`config.mk`:
```
export PLATFORM = sky130hd
export DESIGN_NAME = seven_seg_display_driver
export DESIGN_NICKNAME = d
export VERILOG_FILES = /design/src/rtl/seven_seg_display_driver.sv
export SDC_FILE = /design/constraint.sdc
export NUM_CORES = 1
export LEC_CHECK = 0
export BUFFER_PORTS_ARGS = -buffer_cell sky130_fd_sc_hd__buf_2
export CORE_ASPECT_RATIO = 1.5
export CORE_MARGIN = 2
export CORE_UTILIZATION = 65
export CTS_BUF_LIST = sky130_fd_sc_hd__clkbuf_16
export DETAILED_ROUTE_END_ITERATION = 10
export PLACE_DENSITY = 0.86
export SYNTH_ARGS = -nofsm -noshare
export SYNTH_HDL_FRONTEND = slang
export SYNTH_SLANG_ARGS = --single-unit
```
`constraint.sdc`:
```
create_clock -name clk -period 11.8 [get_ports clk]
set_input_delay 2.95 -clock clk [delete_from_list [all_inputs] [get_ports clk]]
set_output_delay 2.95 -clock clk [all_outputs]
set_load 0.01 [all_outputs]
```
`src/rtl/seven_seg_display_driver.sv`:
```
// Four-digit multiplexed seven-segment driver with clock and stopwatch views,
// colon blink and alarm flash. A whole frame (digits 0..3) is drawn from one
// snapshot of the inputs taken when the scan wraps from digit 3 to digit 0.
module seven_seg_display_driver #(
    parameter int REFRESH_DIV = 1000,
    parameter int BLINK_DIV   = 500000
) (
    input  logic       clk,
    input  logic       rst,
    input  logic       view_sel,
    input  logic [1:0] tens_hours_in,
    input  logic [3:0] units_hours_in,
    input  logic [2:0] tens_minutes_in,
    input  logic [3:0] units_minutes_in,
    input  logic [5:0] stopwatch_min_in,
    input  logic [5:0] stopwatch_sec_in,
    input  logic       alarm_sound,
    output logic [6:0] seg_out,
    output logic [3:0] an_out,
    output logic       dp_out,
    output logic       buzzer_out
);

    localparam int RW = $clog2(REFRESH_DIV);
    localparam int BW = $clog2(BLINK_DIV);
    localparam logic [RW-1:0] REF_LAST = RW'(REFRESH_DIV - 1);
    localparam logic [BW-1:0] BLK_LAST = BW'(BLINK_DIV - 1);

    // Internal digit codes beyond 0-9
    localparam logic [3:0] CODE_DASH  = 4'hA;
    localparam logic [3:0] CODE_BLANK = 4'hF;

    logic [RW-1:0] ref_cnt;
    logic [BW-1:0] blk_cnt;
    logic [1:0]    idx;
    logic          blink_phase;

    logic          sh_view;
    logic [1:0]    sh_th;
    logic [3:0]    sh_uh;
    logic [2:0]    sh_tm;
    logic [3:0]    sh_um;
    logic [5:0]    sh_smin;
    logic [5:0]    sh_ssec;
    logic          sh_alarm;

    logic          ref_tc, blk_tc, frame_start, phase_nxt;
    logic [1:0]    idx_nxt;
    logic          n_view, n_alarm;
    logic [1:0]    n_th;
    logic [3:0]    n_uh, n_um;
    logic [2:0]    n_tm;
    logic [5:0]    n_smin, n_ssec;
    logic [7:0]    sw_min_digits, sw_sec_digits;
    logic [3:0]    code;

    // Digit code -> active-low {g,f,e,d,c,b,a}
    function automatic logic [6:0] seg_of(input logic [3:0] c);
        case (c)
            4'd0:    return 7'b1000000;
            4'd1:    return 7'b1111001;
            4'd2:    return 7'b0100100;
            4'd3:    return 7'b0110000;
            4'd4:    return 7'b0011001;
            4'd5:    return 7'b0010010;
            4'd6:    return 7'b0000010;
            4'd7:    return 7'b1111000;
            4'd8:    return 7'b0000000;
            4'd9:    return 7'b0010000;
            4'hA:    return 7'b0111111;
            default: return 7'b1111111;
        endcase
    endfunction

    // Binary 0-59 -> {tens, units}; 60-63 shows dash on both digits
    function automatic logic [7:0] sw_split(input logic [5:0] v);
        logic [3:0] t;
        logic [3:0] u;
        t = 4'd0;
        u = v[3:0];
        if (v >= 6'd60) begin
            t = CODE_DASH;
            u = CODE_DASH;
        end else if (v >= 6'd50) begin
            t = 4'd5; u = 4'(v - 6'd50);
        end else if (v >= 6'd40) begin
            t = 4'd4; u = 4'(v - 6'd40);
        end else if (v >= 6'd30) begin
            t = 4'd3; u = 4'(v - 6'd30);
        end else if (v >= 6'd20) begin
            t = 4'd2; u = 4'(v - 6'd20);
        end else if (v >= 6'd10) begin
            t = 4'd1; u = 4'(v - 6'd10);
        end
        return {t, u};
    endfunction

    // Scan/blink terminal counts and the snapshot that the next edge will hold
    always_comb begin
        ref_tc      = (ref_cnt == REF_LAST);
        blk_tc      = (blk_cnt == BLK_LAST);
        idx_nxt     = ref_tc ? idx + 2'd1 : idx;
        frame_start = ref_tc && (idx == 2'd3);
        phase_nxt   = blk_tc ? ~blink_phase : blink_phase;
        n_view      = frame_start ? view_sel         : sh_view;
        n_th        = frame_start ? tens_hours_in    : sh_th;
        n_uh        = frame_start ? units_hours_in   : sh_uh;
        n_tm        = frame_start ? tens_minutes_in  : sh_tm;
        n_um        = frame_start ? units_minutes_in : sh_um;
        n_smin      = frame_start ? stopwatch_min_in : sh_smin;
        n_ssec      = frame_start ? stopwatch_sec_in : sh_ssec;
        n_alarm     = frame_start ? alarm_sound      : sh_alarm;
    end

    // Pick the code for the digit that becomes active on the next edge
    always_comb begin
        sw_min_digits = sw_split(n_smin);
        sw_sec_digits = sw_split(n_ssec);
        code = CODE_BLANK;
        if (n_view) begin
            case (idx_nxt)
                2'd3:    code = sw_min_digits[7:4];
                2'd2:    code = sw_min_digits[3:0];
                2'd1:    code = sw_sec_digits[7:4];
                default: code = sw_sec_digits[3:0];
            endcase
        end else begin
            case (idx_nxt)
                2'd3:    code = (n_th == 2'd0) ? CODE_BLANK :
                                (n_th > 2'd2)  ? CODE_DASH  : {2'b00, n_th};
                2'd2:    code = (n_uh > 4'd9)  ? CODE_DASH  : n_uh;
                2'd1:    code = (n_tm > 3'd5)  ? CODE_DASH  : {1'b0, n_tm};
                default: code = (n_um > 4'd9)  ? CODE_DASH  : n_um;
            endcase
        end
    end

    // Counters, scan index, blink phase and frame snapshot
    always_ff @(posedge clk) begin
        if (rst) begin
            ref_cnt     <= REF_LAST;
            idx         <= 2'd3;
            blk_cnt     <= '0;
            blink_phase <= 1'b1;
            sh_view     <= 1'b0;
            sh_th       <= '0;
            sh_uh       <= '0;
            sh_tm       <= '0;
            sh_um       <= '0;
            sh_smin     <= '0;
            sh_ssec     <= '0;
            sh_alarm    <= 1'b0;
        end else begin
            ref_cnt     <= ref_tc ? '0 : ref_cnt + 1'b1;
            blk_cnt     <= blk_tc ? '0 : blk_cnt + 1'b1;
            idx         <= idx_nxt;
            blink_phase <= phase_nxt;
            sh_view     <= n_view;
            sh_th       <= n_th;
            sh_uh       <= n_uh;
            sh_tm       <= n_tm;
            sh_um       <= n_um;
            sh_smin     <= n_smin;
            sh_ssec     <= n_ssec;
            sh_alarm    <= n_alarm;
        end
    end

    // Registered outputs track the new index and snapshot on the same edge
    always_ff @(posedge clk) begin
        if (rst) begin
            seg_out    <= 7'b1111111;
            an_out     <= 4'b1111;
            dp_out     <= 1'b1;
            buzzer_out <= 1'b0;
        end else begin
            seg_out    <= seg_of(code);
            an_out     <= (n_alarm && !phase_nxt) ? 4'b1111 : ~(4'b0001 << idx_nxt);
            dp_out     <= !((idx_nxt == 2'd2) && (n_view || phase_nxt));
            buzzer_out <= alarm_sound && phase_nxt;
        end
    end

endmodule

```
After elaboration in Yosys (flattened, before gate mapping)
Memory sizes are Yosys's and may differ from the RTL's. A register that Yosys moved wholly into a read port is not among the register bits. Index checks and enable logic that the tools add are counted.

Register bits after elaboration: 65. ROM bits: 112. Input bits: 29. Output and inout bits: 13. Logic and storage cells: 109. Memories kept: 1.

Memories: (name not given) (words 16, bits a word 7, read ports 1, clocked after memory_dff 1, write ports 0, RTL line 59) `case (c)`.

Add/sub/neg operators: 13. $lt $le $gt $ge: 16. Eq/ne operators: 6. Shift operators: 1. Multiplexer cells: 43. Bitwise logic cells: 2. Reduce and logical (&&, ||, !) cells: 11.

Operators by type and width (number): $mux 4 (22); $ge 6x6->1 const B (6); $ge 6x5->1 const B (4); $pmux 4 s3 (2); $sub 4x4->4 const B (6); $add 19x1->19 const B (1); $eq 19x19->1 const B (1); $mux 3 (5); $ge 6x4->1 const B (2); $mux 2 (6); $mux 6 (2); $add 10x1->10 const B (1); $eq 10x10->1 const B (1); $mux 10 (1); $gt 4x4->1 const B (2); $sub 4x2->4 const B (2); $sub 4x3->4 const B (2); $eq 2x2->1 const B (3); $reduce_or 2->1 (3); $mux 1 (5); $logic_and 1x1->1 (4); $not 4->4 (1); $shl 1x2->4 const A (1); $gt 3x3->1 const B (1); 7 further kinds (8).

Depth between registers and ports, before layout
Gate-level depths: netlist (run 1).

Depth after elaboration: 12. Mapped depth: 24. Depth with buffers taken out: 19.

Worst setup path before layout (run 1)
Ideal clock, no wire load.

Kind: input to register. From: in stopwatch_min_in[2]. To: reg seg_out[5]. Setup time: 114 ps. Arrival: 6050 ps. Required time: 11686 ps. Slack: 5636 ps. Stages on the path: 15. Buffers on the path: 2. Cell sequence: clkbuf_2 -> mux2i_1 -> inv_1 -> ha_1 -> clkbuf_1 -> nor3_1 -> o211ai_1 -> a211o_1 -> a221oi_2 -> o311ai_1 -> a41oi_2 -> inv_1 -> ha_1 -> or3_1 -> a21o_1.

Cells in the longest elaborated chain, start to end: 10. Elaborated cells between the ends (all ways): 26. Classes of those cells: 5 x add/sub; 6 x order compare; 15 x mux.

RTL lines: start: declaration (RTL line 15) `input logic [5:0] stopwatch_min_in,`; $mux 6 (*) (RTL line 110) `n_smin = frame_start ? stopwatch_min_in : sh_smin;`; $ge 6x4->1 or $sub 4x4->4 (tied branches) (RTL line 92, 93); $mux 4 or $mux 1 (tied branches) (RTL line 92) `end else if (v >= 6'd10) begin`; $mux 4 or $mux 2 (tied branches) (RTL line 90) `end else if (v >= 6'd20) begin`; $mux 4 or $mux 2 (tied branches) (RTL line 88) `end else if (v >= 6'd30) begin`; $mux 4 or $mux 3 (tied branches) (RTL line 86) `end else if (v >= 6'd40) begin`; $mux 4 or $mux 3 (tied branches) (RTL line 84) `end else if (v >= 6'd50) begin`; $mux 4 (RTL line 81) `if (v >= 6'd60) begin`; $pmux 4 s3 (*) (RTL line 121) `case (idx_nxt)`; $mux 4 (*) (RTL line 120) `if (n_view) begin`; end: declaration (RTL line 18) `output logic [6:0] seg_out,`.

Mark *: on every way between the ends. The rest lies on a longest branch, timed or not. A chain may end at the register's enable or synchronous reset.

Final worst setup path (run 1)
Same ends and word-level chain as after synthesis.

==> results.py, run 1 <==
metrics = {
    "synth": {
        "synth_area_um2": 4730,
        "avgSynthCellArea_um2": 8.016,
        "synthXorXnorAreaFrac_pct": 5.185,
        "synth_area_leaders": "dfxtp_1 (30%), mux2i_1 (6.1%), nand2_1 (5.4%), nor2_1 (5.2%), ha_1 (4.8%)",
        "synth_top_family_by_area": "simple AND/OR/NAND/NOR gates",
        "synth_warnings": 0,
        "yosysTopAreaCellShare_pct": 30.48,
        "yosys.area.top_type": "dfxtp_1",
        "synth_enable_flop_cells": 0,
        "synth_fp_nets": 637,
        "async_flop_share_pct": 0,
        "ys_seq_area_share_pct": 30.48,
        "synth.area.mux_share_pct": 9.048,
        "ys.flop_type": "dfxtp_1",
        "syn_inst": 590,
        "yosys.area_share.simple_pct": 28.36,
        "synth_cell_type_count": 73,
        "synthAdderAreaFrac_pct": 4.762,
        "synth_seq_cells": 72,
        "synth_compound_area_share_pct": 16.90,
    },
    "finish": {
        "fin_nets": 662,
        "num_antenna_cells": 0,
        "drive_above_1_share_pct": 13.39,
        "utilization_pct": 72.40,
        "syn2layout_area_growth_pct": 9.180,
        "stdcell_area_um2": 5164,
    },
    "die": {
        "rows": 38,
        "die_h_um": 108.5,
        "initial_core_util_pct": 66.32,
        "core_area_um2": 7132,
        "ios": 42,
        "die_w_um": 73.65,
        "design.die.area_um2": 7988,
    },
    "setup_path": {
        "criticalPathCategory": "primary input to register",
        "reg2reg_setup_slack_ns": 6.65,
        "reg2reg_depth": 15,
        "worstReg2RegStart": "ref_cnt[0]",
        "critPathMaxFanout": 13,
        "r2r_end": "seg_out[5]",
        "worstPathRequired_ns": 12.03,
        "critical-path-top-delay-family": "compound AO/OA/AOI/OAI gates",
        "crit_path_end_kind": "register",
        "crit_chain": "buf_2, mux2i_1, inv_1, ha_1, nor3_1, and3_1, nor3_1, a211o_1, a221oi_2, o311ai_1, a41oi_2, inv_1, ha_1, or3_1, a21o_1",
        "start_kind": "primary input",
        "arrival_ns": 6.54,
        "path_buf_inv": 3,
        "slowest_delay_ns": 0.38,
        "slowest_stage": "ha_1",
    },
    "power_and_ir_drop": {
        "pwr-share-clk_pct": 13.9,
        "p_leak_nw": 2.121,
        "switchingPower_w": 0.0008490,
        "p_per_area_nw_per_um2": 334.6,
        "comb_power_share_pct": 64.9,
        "p_total_w": 0.001728,
        "internal_power_w": 0.0008789,
        "vdd_ir_drop_max_mv": 0.1883,
        "power_frac_seq_pct": 21.2,
        "swShare_pct": 49.14,
    },
    "route": {
        "drt_iter0_markers": 368,
        "via_per_inst": 6.654,
        "routed_wl_um": 13610,
        "vias": 4658,
        "ant_nets": 0,
        "wire_per_inst_um": 19.44,
        "firstDrtPassIters": 6,
        "drc": 0,
    },
    "grt": {
        "grtUsageTotal_pct": 34.97,
        "grt_pass1_wl_um": 21590,
        "grt_pass1_vias": 4498,
        "grt_max_degree": 39,
        "grt-ovfl-total": 0,
        "antenna_found_initial": 0,
    },
    "timing": {
        "tns_ns": 0,
        "clock-skew-final_ns": 0.007269,
        "whs_ns": 0.4516,
        "final_hold_viol_count": 0,
        "tightest_slew_ns": 0.8878,
        "setup_viol": 0,
        "max_freq_mhz": 158.6,
        "fin_crit_ns": 6.307,
        "maxSlewViolCount": 0,
        "slew_headroom_pct": 39.12,
        "period_share_pct": 53.45,
        "rsz0062_at_grt": "false",
    },
    "placed_design": {
        "portBuffers": 41,
        "dp_hpwl_um": 9548,
        "gp_congestion": 1.032,
        "dpl_cell_area_um2": 4906,
    },
    "clock_network": {
        "cts-root-buf": "clkbuf_16",
        "htreeDepth": 3,
        "cts_buffer_depth": 2,
        "insertion_delay_ns": 0.34,
        "cts_buffers": 9,
        "cts.reportedPaths.clkPinSlew_ns": 0.06,
        "cts_resized": 0,
        "post_cts_buffers": 0,
        "clock_sinks": 72,
        "cts_tree": "yes",
        "ctsHoldBuffers": 0,
    },
    "hold_path": {
        "hold_depth": 2,
        "min_from": "sh_uh[0]",
        "hold_end": "sh_uh[0]",
        "min_path_type": "register to register",
    },
    "job": {
        "cap_violations": 0,
    },
    "outcome": {
        "status": "completed",
    },
}
-- cell type report --
class | count | area [um^2]
Sequential cell | 72 | 1441
Clock buffer | 9 | 225.2
Tap cell | 80 | 100.1
Inverter | 28 | 105.1
Clock inverter | 7 | 32.53
Multi-Input combinational cell | 461 | 3039
Fill cell | 564 | 1968
Timing Repair Buffer | 43 | 220.2
-- synth_stat cells (all sizes together), types with 3 or more instances --
master / number
nand3b: 14
nor2: 66
nand3: 36
a31o: 6
or3: 6
nor3: 16
mux2: 11
o21a: 3
nand2b: 6
nor4: 4
mux2i: 30
o21ai: 24
and3: 7
inv: 28
a311oi: 3
nand4: 10
o211ai: 9
a211oi: 7
and4: 3
ha: 18
xnor2: 14
nand2: 68
a211o: 3
o221ai: 5
a31oi: 3
a21boi: 4
xor2: 14
dfxtp: 72
a21oi: 21
and2: 3
buf: 10
nor2b: 3
a32oi: 3
or4b: 4
a221oi: 3
clkbuf: 19
nor4b: 3
-- worst max-delay path by stage --
stage / startpoint / endpoint / slack, ns / cells past startpoint
detailed placement: stopwatch_min_in[2] / seg_out[5] / 5.20 / 15
global route: stopwatch_min_in[2] / seg_out[5] / 5.20 / 15
global placement: stopwatch_min_in[2] / seg_out[5] / 5.37 / 15
floorplan: stopwatch_min_in[2] / seg_out[5] / 5.64 / 15
finish: stopwatch_min_in[2] / seg_out[5] / 5.49 / 15
CTS: stopwatch_min_in[2] / seg_out[5] / 5.54 / 15
-- layer usage --
layer,vias to the layer above,routed length (um),track usage (%)
met5,-,0,0
met2,220,6962,60.40
met3,59,847,7.735
met4,0,776,20.26
met1,2194,5019,38.31
li1,2185,-,-
-- tightest hold or removal path: cells and delay by family (launching register included) --
family          cells  cell delay [ns]
simple gates        1             0.05
compound gates      1             0.05
flops               1             0.31
-- cells by family (layout without fill, tap and decap cells) --
logic type                 Yosys count  after routing
muxes                               41             41
AOI/OAI and AO/OA                  112            112
xor gates and xnor gates            28             28
buffers and inverters               57             87
DFF                                 72             72
adders and majority gates           18             18
and+or+nand+nor                    262            262
-- registers in the layout, summed over array words and instances, names as in the netlist, 2 cells and up --
signal / cells
an_out: 4
blk_cnt: 19
idx: 2
ref_cnt: 10
seg_out: 7
sh_smin: 6
sh_ssec: 6
sh_th: 2
sh_tm: 3
sh_uh: 4
sh_um: 4
-- power by group through the flow --
stage	registers (W)	logic (W)	clock network [W]
after global routing	0.000374	0.00121	0.000251
final	0.000367	0.00112	0.000240
after global placement	0.000366	0.00105	0
after CTS	0.000364	0.00109	0.000242
after detailed placement	0.000368	0.00107	0
after floorplan	0.000355	0.000848	0
-- metrics by stage --
| step | worst slack [ns] | cells |
|---|---|---|
| 2_1_floorplan | 5.636 | 590 |
| 3_3_place_gp | 5.366 | 684 |
| 3_5_place_dp | 5.202 | 684 |
| 4_1_cts | 5.543 | 700 |
| 5_1_grt | 5.202 | 700 |
| 6_report | 5.493 | 700 |
-- cell usage in the layout (no fill, tap or decap), drive strengths merged, types with 10 or more instances in the layout --
master | netlist | final
mux2i | 30 | 30
ha | 18 | 18
nand3b | 14 | 14
a21oi | 21 | 21
mux2 | 11 | 11
dfxtp | 72 | 72
nand3 | 36 | 36
buf | 10 | 43
nor3 | 16 | 16
xnor2 | 14 | 14
nand2 | 68 | 68
o21ai | 24 | 24
inv | 28 | 31
nand4 | 10 | 10
nor2 | 66 | 66
xor2 | 14 | 14
(Power assumes the default switching activity.)
==> run 2: changes to the inputs <==
--- a/config.mk
+++ b/config.mk
@@ -5,13 +5,14 @@
 export SDC_FILE = /design/constraint.sdc
 export NUM_CORES = 1
 export LEC_CHECK = 0
+export ABC_AREA = 1
 export BUFFER_PORTS_ARGS = -buffer_cell sky130_fd_sc_hd__buf_2
 export CORE_ASPECT_RATIO = 1.5
 export CORE_MARGIN = 2
-export CORE_UTILIZATION = 65
+export CORE_UTILIZATION = 54
 export CTS_BUF_LIST = sky130_fd_sc_hd__clkbuf_16
 export DETAILED_ROUTE_END_ITERATION = 10
-export PLACE_DENSITY = 0.86
+export PLACE_DENSITY = 0.77
 export SYNTH_ARGS = -nofsm -noshare
 export SYNTH_HDL_FRONTEND = slang
 export SYNTH_SLANG_ARGS = --single-unit
==> constraint.sdc (replaced) <==
create_clock -name clk -period 5.71 [get_ports clk]
set_input_delay 1.4275 -clock clk [delete_from_list [all_inputs] [get_ports clk]]
set_output_delay 1.4275 -clock clk [all_outputs]
set_load 0.01 [all_outputs]
==> run 2 against run 1 <==
Wire length decreased by 27%; register-to-register slack got worse by 4.9 ns; hold slack got worse by 0.0083 ns; critical endpoint is now seg_out[3]; global-route usage down 12 points; via count decreased by 10%; design area down 3.3%; critical path depth up 8; largest cell class unchanged; utilization decreased by 10 points; sequential share of layout area increased by 0.95 points.
==> results.py, run 2 <==
metrics = {
    "outcome": {
        "status": "completed",
    },
    "clock_network": {
        "ctsHoldBuffers": 0,
        "cts_tree": "yes",
        "cts_buffers": 9,
        "cts.reportedPaths.clkPinSlew_ns": 0.06,
        "cts-root-buf": "clkbuf_16",
        "post_cts_buffers": 0,
        "insertion_delay_ns": 0.34,
        "cts_resized": 0,
        "htreeDepth": 3,
        "cts_buffer_depth": 2,
        "clock_sinks": 72,
    },
    "placed_design": {
        "portBuffers": 41,
        "dp_hpwl_um": 7560,
        "gp_congestion": 0.9445,
    },
    "route": {
        "ant_nets": 0,
        "via_per_inst": 5.145,
        "wire_per_inst_um": 12.17,
        "routed_wl_um": 9907,
        "vias": 4188,
        "firstDrtPassIters": 6,
        "drt_iter0_markers": 238,
        "top_layer": "met4",
        "drc": 0,
        "dr_wl_met3_um": 430,
        "wl_met1_um": 4358,
        "wl_met2_um": 4821,
    },
    "synth": {
        "synth_fp_nets": 710,
        "ys_seq_area_share_pct": 32.56,
        "ys.flop_type": "dfxtp_1",
        "synth_area_um2": 4427,
        "async_flop_share_pct": 0,
        "ys_top_cells_by_count": "nand2_1 (191), nor2_1 (73), dfxtp_1 (72)",
        "synth_seq_cells": 72,
        "syn_inst": 663,
        "yosys.area.top_type": "dfxtp_1",
        "synth_cell_type_count": 48,
        "synth_area_leaders": "dfxtp_1 (33%), nand2_1 (16%), nor2_1 (6.2%), inv_1 (5.8%), ha_1 (5.1%)",
        "synth.most_common_cell": "nand2_1",
        "avgSynthCellArea_um2": 6.677,
        "yosysTopAreaCellShare_pct": 32.56,
        "synth_enable_flop_cells": 0,
        "synth_warnings": 0,
    },
    "setup_path": {
        "start_kind": "register",
        "critPathMaxFanout": 22,
        "crit_chain": "ha_1, nand4_2, nand2_1, nand2_2, inv_1, ha_1, inv_1, nor2_1, a21oi_1, nor2b_1, nand2_1, nand2_1, nand2_1, nand2_1, nand3_1, nor2_1, nor2_2, inv_1, ha_1, nand2_1, o21ai_0, nand2_1, nand2_1",
        "criticalPathCategory": "register to register",
        "critical-path-top-delay-family": "simple AND/OR/NAND/NOR gates",
        "path_buf_inv": 3,
        "crit_path_end_kind": "register",
        "worstPathRequired_ns": 5.94,
        "arrival_ns": 4.22,
        "slowest_delay_ns": 0.62,
        "crit_top_cell": "nand2_1",
        "slowest_stage": "nand4_2",
    },
    "grt": {
        "grtUsageTotal_pct": 23.12,
        "grt_pass1_vias": 3914,
        "grt_pass1_wl_um": 16730,
        "grt_max_degree": 34,
        "grt-ovfl-total": 0,
        "antenna_found_initial": 0,
    },
    "job": {
        "cap_violations": 0,
    },
    "finish": {
        "fin_nets": 751,
        "num_antenna_cells": 0,
        "drive_above_1_share_pct": 18.19,
        "syn2layout_area_growth_pct": 12.80,
        "fillers": 782,
        "largest_register_ffs": 19,
        "reg.largest.list": "blk_cnt: 19 flops, ref_cnt: 10 flops, seg_out: 7 flops",
        "regMostFlops": "blk_cnt",
        "layout_common_cells": "nand2_1 (191), nor2_1 (73), dfxtp_1 (72)",
        "layout_commonest_cell": "nand2_1",
    },
    "timing": {
        "maxSlewViolCount": 0,
        "max_freq_mhz": 250.2,
        "final_hold_viol_count": 0,
        "setup_viol": 0,
        "tightest_slew_ns": 0.6691,
        "clock-skew-final_ns": 0.009621,
        "whs_ns": 0.4433,
        "period_share_pct": 70.01,
        "slew_headroom_pct": 55.39,
        "tns_ns": 0,
        "rsz0062_at_grt": "false",
        "fin_crit_ns": 3.997,
    },
    "hold_path": {
        "min_path_type": "register to register",
    },
    "die": {
        "rows": 40,
        "design.die.area_um2": 8953,
        "ios": 42,
        "die_w_um": 77.93,
        "initial_core_util_pct": 55.28,
        "die_h_um": 114.9,
        "core_area_um2": 8008,
    },
}
## run 2: cell types whose count changed in the layout (fill, tap and decap cells not counted), moves of 11 or more
cell      previous run  this run
inv_2                2        19
xnor2_1             14         1
nand2_1             68       191
nand3b_1            14         3
nand2_2              0        16
inv_1               29        68
mux2i_1             29         1
## run 2: stage by stage
step	setup slack [ns]	utilization [%]	cell area, um^2	cells
after floorplan	2.140	-	4427	663
after global placement	1.792	58.77	4706	798
after detailed placement	1.729	58.77	4706	798
after CTS	1.727	62.36	4994	814
after global routing	1.325	62.36	4994	814
final	1.713	62.36	4994	814
## run 2: layout make-up
class | count | area [um^2] | area share, %
clock buffers | 9 | 225.2 | 4.510
clock inverters | 7 | 62.56 | 1.253
inverters | 90 | 341.6 | 6.840
multi-input cells | 490 | 2586 | 51.79
flip-flops and latches | 72 | 1441 | 28.86
well taps | 105 | 131.4 | 2.631
repair buffers | 41 | 205.2 | 4.109
## run 2: kinds of logic (layout without fill, tap and decap cells)
group	count (synthesis)	after routing	synth area share, %
AOI/OAI and AO/OA	72	72	9.864
xor gates and xnor gates	8	8	1.753
adders and majority gates	18	18	5.088
buffers and inverters	101	147	9.016
DFF	72	72	32.56
muxes	1	1	0.2261
and+or+nand+nor	391	391	41.49
## run 2: worst reg2reg max path, stage by stage (launching register included)
cell     delay (ns)
dfxtp_1        0.39
ha_1           0.50
nand4_2        0.63
nand2_1        0.29
nand2_2        0.16
inv_1          0.14
ha_1           0.16
inv_1          0.07
nor2_1         0.11
a21oi_1        0.08
nor2b_1        0.15
nand2_1        0.07
nand2_1        0.06
nand2_1        0.07
nand2_1        0.06
nand3_1        0.09
nor2_1         0.05
nor2_2         0.13
inv_1          0.10
ha_1           0.31
nand2_1        0.07
o21ai_0        0.10
nand2_1        0.07
nand2_1        0.04
## run 2: worst paths after layout
path	start	endpoint	slack (ns)	cells after the start
worst max-delay path	idx[0]	seg_out[3]	1.71	23
worst min-delay path	blk_cnt[0]	blk_cnt[0]	0.44	1
worst max register to register	idx[0]	seg_out[3]	1.71	23
worst min register to register	blk_cnt[0]	blk_cnt[0]	0.44	1
## run 2: metal layers
layer / track usage, % / up-vias
li1: - / 2196
met1: 26.86 / 1861
met2: 40.75 / 106
met3: 3.846 / 25
met4: 11.93 / 0
met5: 0 / -
Power of run 2 is left out: the tool's default activity adds up to more than one toggle a clock period on the data nets, which glitch-free logic cannot reach.
==> run 3: changes to the inputs <==
==> constraint.sdc (replaced) <==
create_clock -name clk -period 3.6 [get_ports clk]
set_input_delay 0.9 -clock clk [delete_from_list [all_inputs] [get_ports clk]]
set_output_delay 0.9 -clock clk [all_outputs]
set_load 0.01 [all_outputs]
==> run 3 against run 2 <==
Critical path type unchanged; die area unchanged; largest cell class unchanged; highest routed layer unchanged; sequential cell count did not move; final cell count grew 1.7%; utilization grew 1.5 points; via count is 0.26% higher; first-iteration DRC count is 22% lower.
==> results.py, run 3 (synthesized netlist as in run 2, its figures left out) <==
metrics = {
    "route": {
        "wire_per_inst_um": 12.09,
        "firstDrtPassIters": 4,
        "drc": 0,
        "ant_nets": 0,
        "routed_wl_um": 10010,
        "via_per_inst": 5.071,
        "drt_iter0_markers": 185,
        "vias": 4199,
    },
    "finish": {
        "layout_commonest_cell": "nand2_1",
        "syn2layout_area_growth_pct": 15.55,
        "num_antenna_cells": 0,
        "fin_cells": 828,
        "reg.largest.list": "blk_cnt: 19 flops, ref_cnt: 10 flops, seg_out: 7 flops",
        "fillers": 762,
        "largest_register_ffs": 19,
        "regMostFlops": "blk_cnt",
        "utilization_pct": 63.88,
        "fin_nets": 765,
        "drive_above_1_share_pct": 20.47,
        "layout_common_cells": "nand2_1 (189), nor2_1 (73), dfxtp_1 (69)",
    },
    "placed_design": {
        "dp_cells": 804,
        "portBuffers": 41,
        "gp_congestion": 0.9579,
        "dp_hpwl_um": 7674,
    },
    "setup_path": {
        "path_buf_inv": 3,
        "crit_path_end_kind": "register",
        "slowest_delay_ns": 0.35,
        "critical-path-top-delay-family": "simple AND/OR/NAND/NOR gates",
        "reg2reg_depth": 26,
        "arrival_ns": 3.48,
        "criticalPathCategory": "register to register",
        "worstPathRequired_ns": 3.82,
        "crit_top_cell": "nand2_1",
        "critPathMaxFanout": 6,
        "start_kind": "register",
        "cp_num_cells": 26,
        "slowest_stage": "dfxtp_2",
    },
    "hold_path": {
        "hold_depth": 1,
        "min_path_type": "register to register",
    },
    "die": {
        "ios": 42,
        "initial_core_util_pct": 55.28,
        "die_w_um": 77.93,
        "core_area_um2": 8008,
        "design.die.area_um2": 8953,
        "rows": 40,
        "die_h_um": 114.9,
    },
    "clock_network": {
        "cts_buffer_depth": 2,
        "cts.reportedPaths.clkPinSlew_ns": 0.06,
        "htreeDepth": 3,
        "insertion_delay_ns": 0.33,
        "cts_tree": "yes",
        "cts_buffers": 9,
        "ctsHoldBuffers": 0,
        "cts-root-buf": "clkbuf_16",
        "clock_sinks": 72,
    },
    "timing": {
        "rsz0062_at_grt": "false",
        "tightest_slew_ns": 0.6886,
        "clock-skew-final_ns": 0.006446,
        "setup_viol": 0,
        "final_hold_viol_count": 0,
        "max_freq_mhz": 307.1,
        "tns_ns": 0,
        "slew_headroom_pct": 54.09,
        "whs_ns": 0.4495,
        "maxSlewViolCount": 0,
        "period_share_pct": 90.45,
        "fin_crit_ns": 3.256,
    },
    "outcome": {
        "status": "completed",
    },
    "job": {
        "cap_violations": 0,
    },
    "grt": {
        "grt_pass1_vias": 4107,
        "antenna_found_initial": 0,
        "grt-ovfl-total": 0,
        "grt_pass1_wl_um": 17690,
        "grtUsageTotal_pct": 24.23,
        "grt_max_degree": 34,
    },
}
run 3: what timing repair did:
action                     in CTS  in global routing
gates resized for setup         0                 10
setup endpoints to repair       0                  7
setup buffers                   0                  8
run 3: worst paths after layout:
kind	slack (ns)	from	endpoint
worst min register to register	0.45	blk_cnt[0]	blk_cnt[0]
worst max register to register	0.34	ref_cnt[0]	seg_out[3]
worst min-delay path	0.45	blk_cnt[0]	blk_cnt[0]
worst max-delay path	0.34	ref_cnt[0]	seg_out[3]
run 3: per-layer routing:
| metal | vias up | global-route usage [%] | part of all wire [%] | wire length [um] |
|---|---|---|---|---|
| li1 | 2226 | - | - | - |
| met1 | 1880 | 28.70 | 44 | 4429 |
| met2 | 73 | 42.93 | 50 | 5041 |
| met3 | 20 | 4.553 | 3.1 | 310 |
| met4 | 0 | 9.942 | 2.3 | 230 |
| met5 | - | 0 | 0 | 0 |
run 3: worst reg2reg max path, delay by kind of cell (launching register included):
family / cells / cell delay [ns]
AO/OA/AOI/OAI: 1 / 0.08
flip-flops: 1 / 0.35
AND/OR/NAND/NOR: 19 / 1.74
buffers and inverters: 3 / 0.26
adder cells (fa/ha/maj): 3 / 0.70
run 3: area by class of cell:
type | instances | area [um^2] | share of cell area, %
Multi-Input combinational cell | 490 | 2615 | 51.13
Sequential cell | 72 | 1445 | 28.25
Inverter | 90 | 341.6 | 6.678
Timing Repair Buffer | 55 | 310.3 | 6.067
Clock buffer | 9 | 225.2 | 4.403
Tap cell | 105 | 131.4 | 2.568
Clock inverter | 7 | 46.29 | 0.9051
run 3: metrics by stage:
| stage | worst slack, ns | instance area (um^2) |
|---|---|---|
| after floorplan | 0.5576 | 4427 |
| after global placement | 0.3754 | 4751 |
| after detailed placement | 0.3145 | 4751 |
| after CTS | 0.2751 | 5022 |
| after global routing | 0.006311 | 5115 |
| final | 0.3436 | 5115 |
Power of run 3 is left out for the same reason.
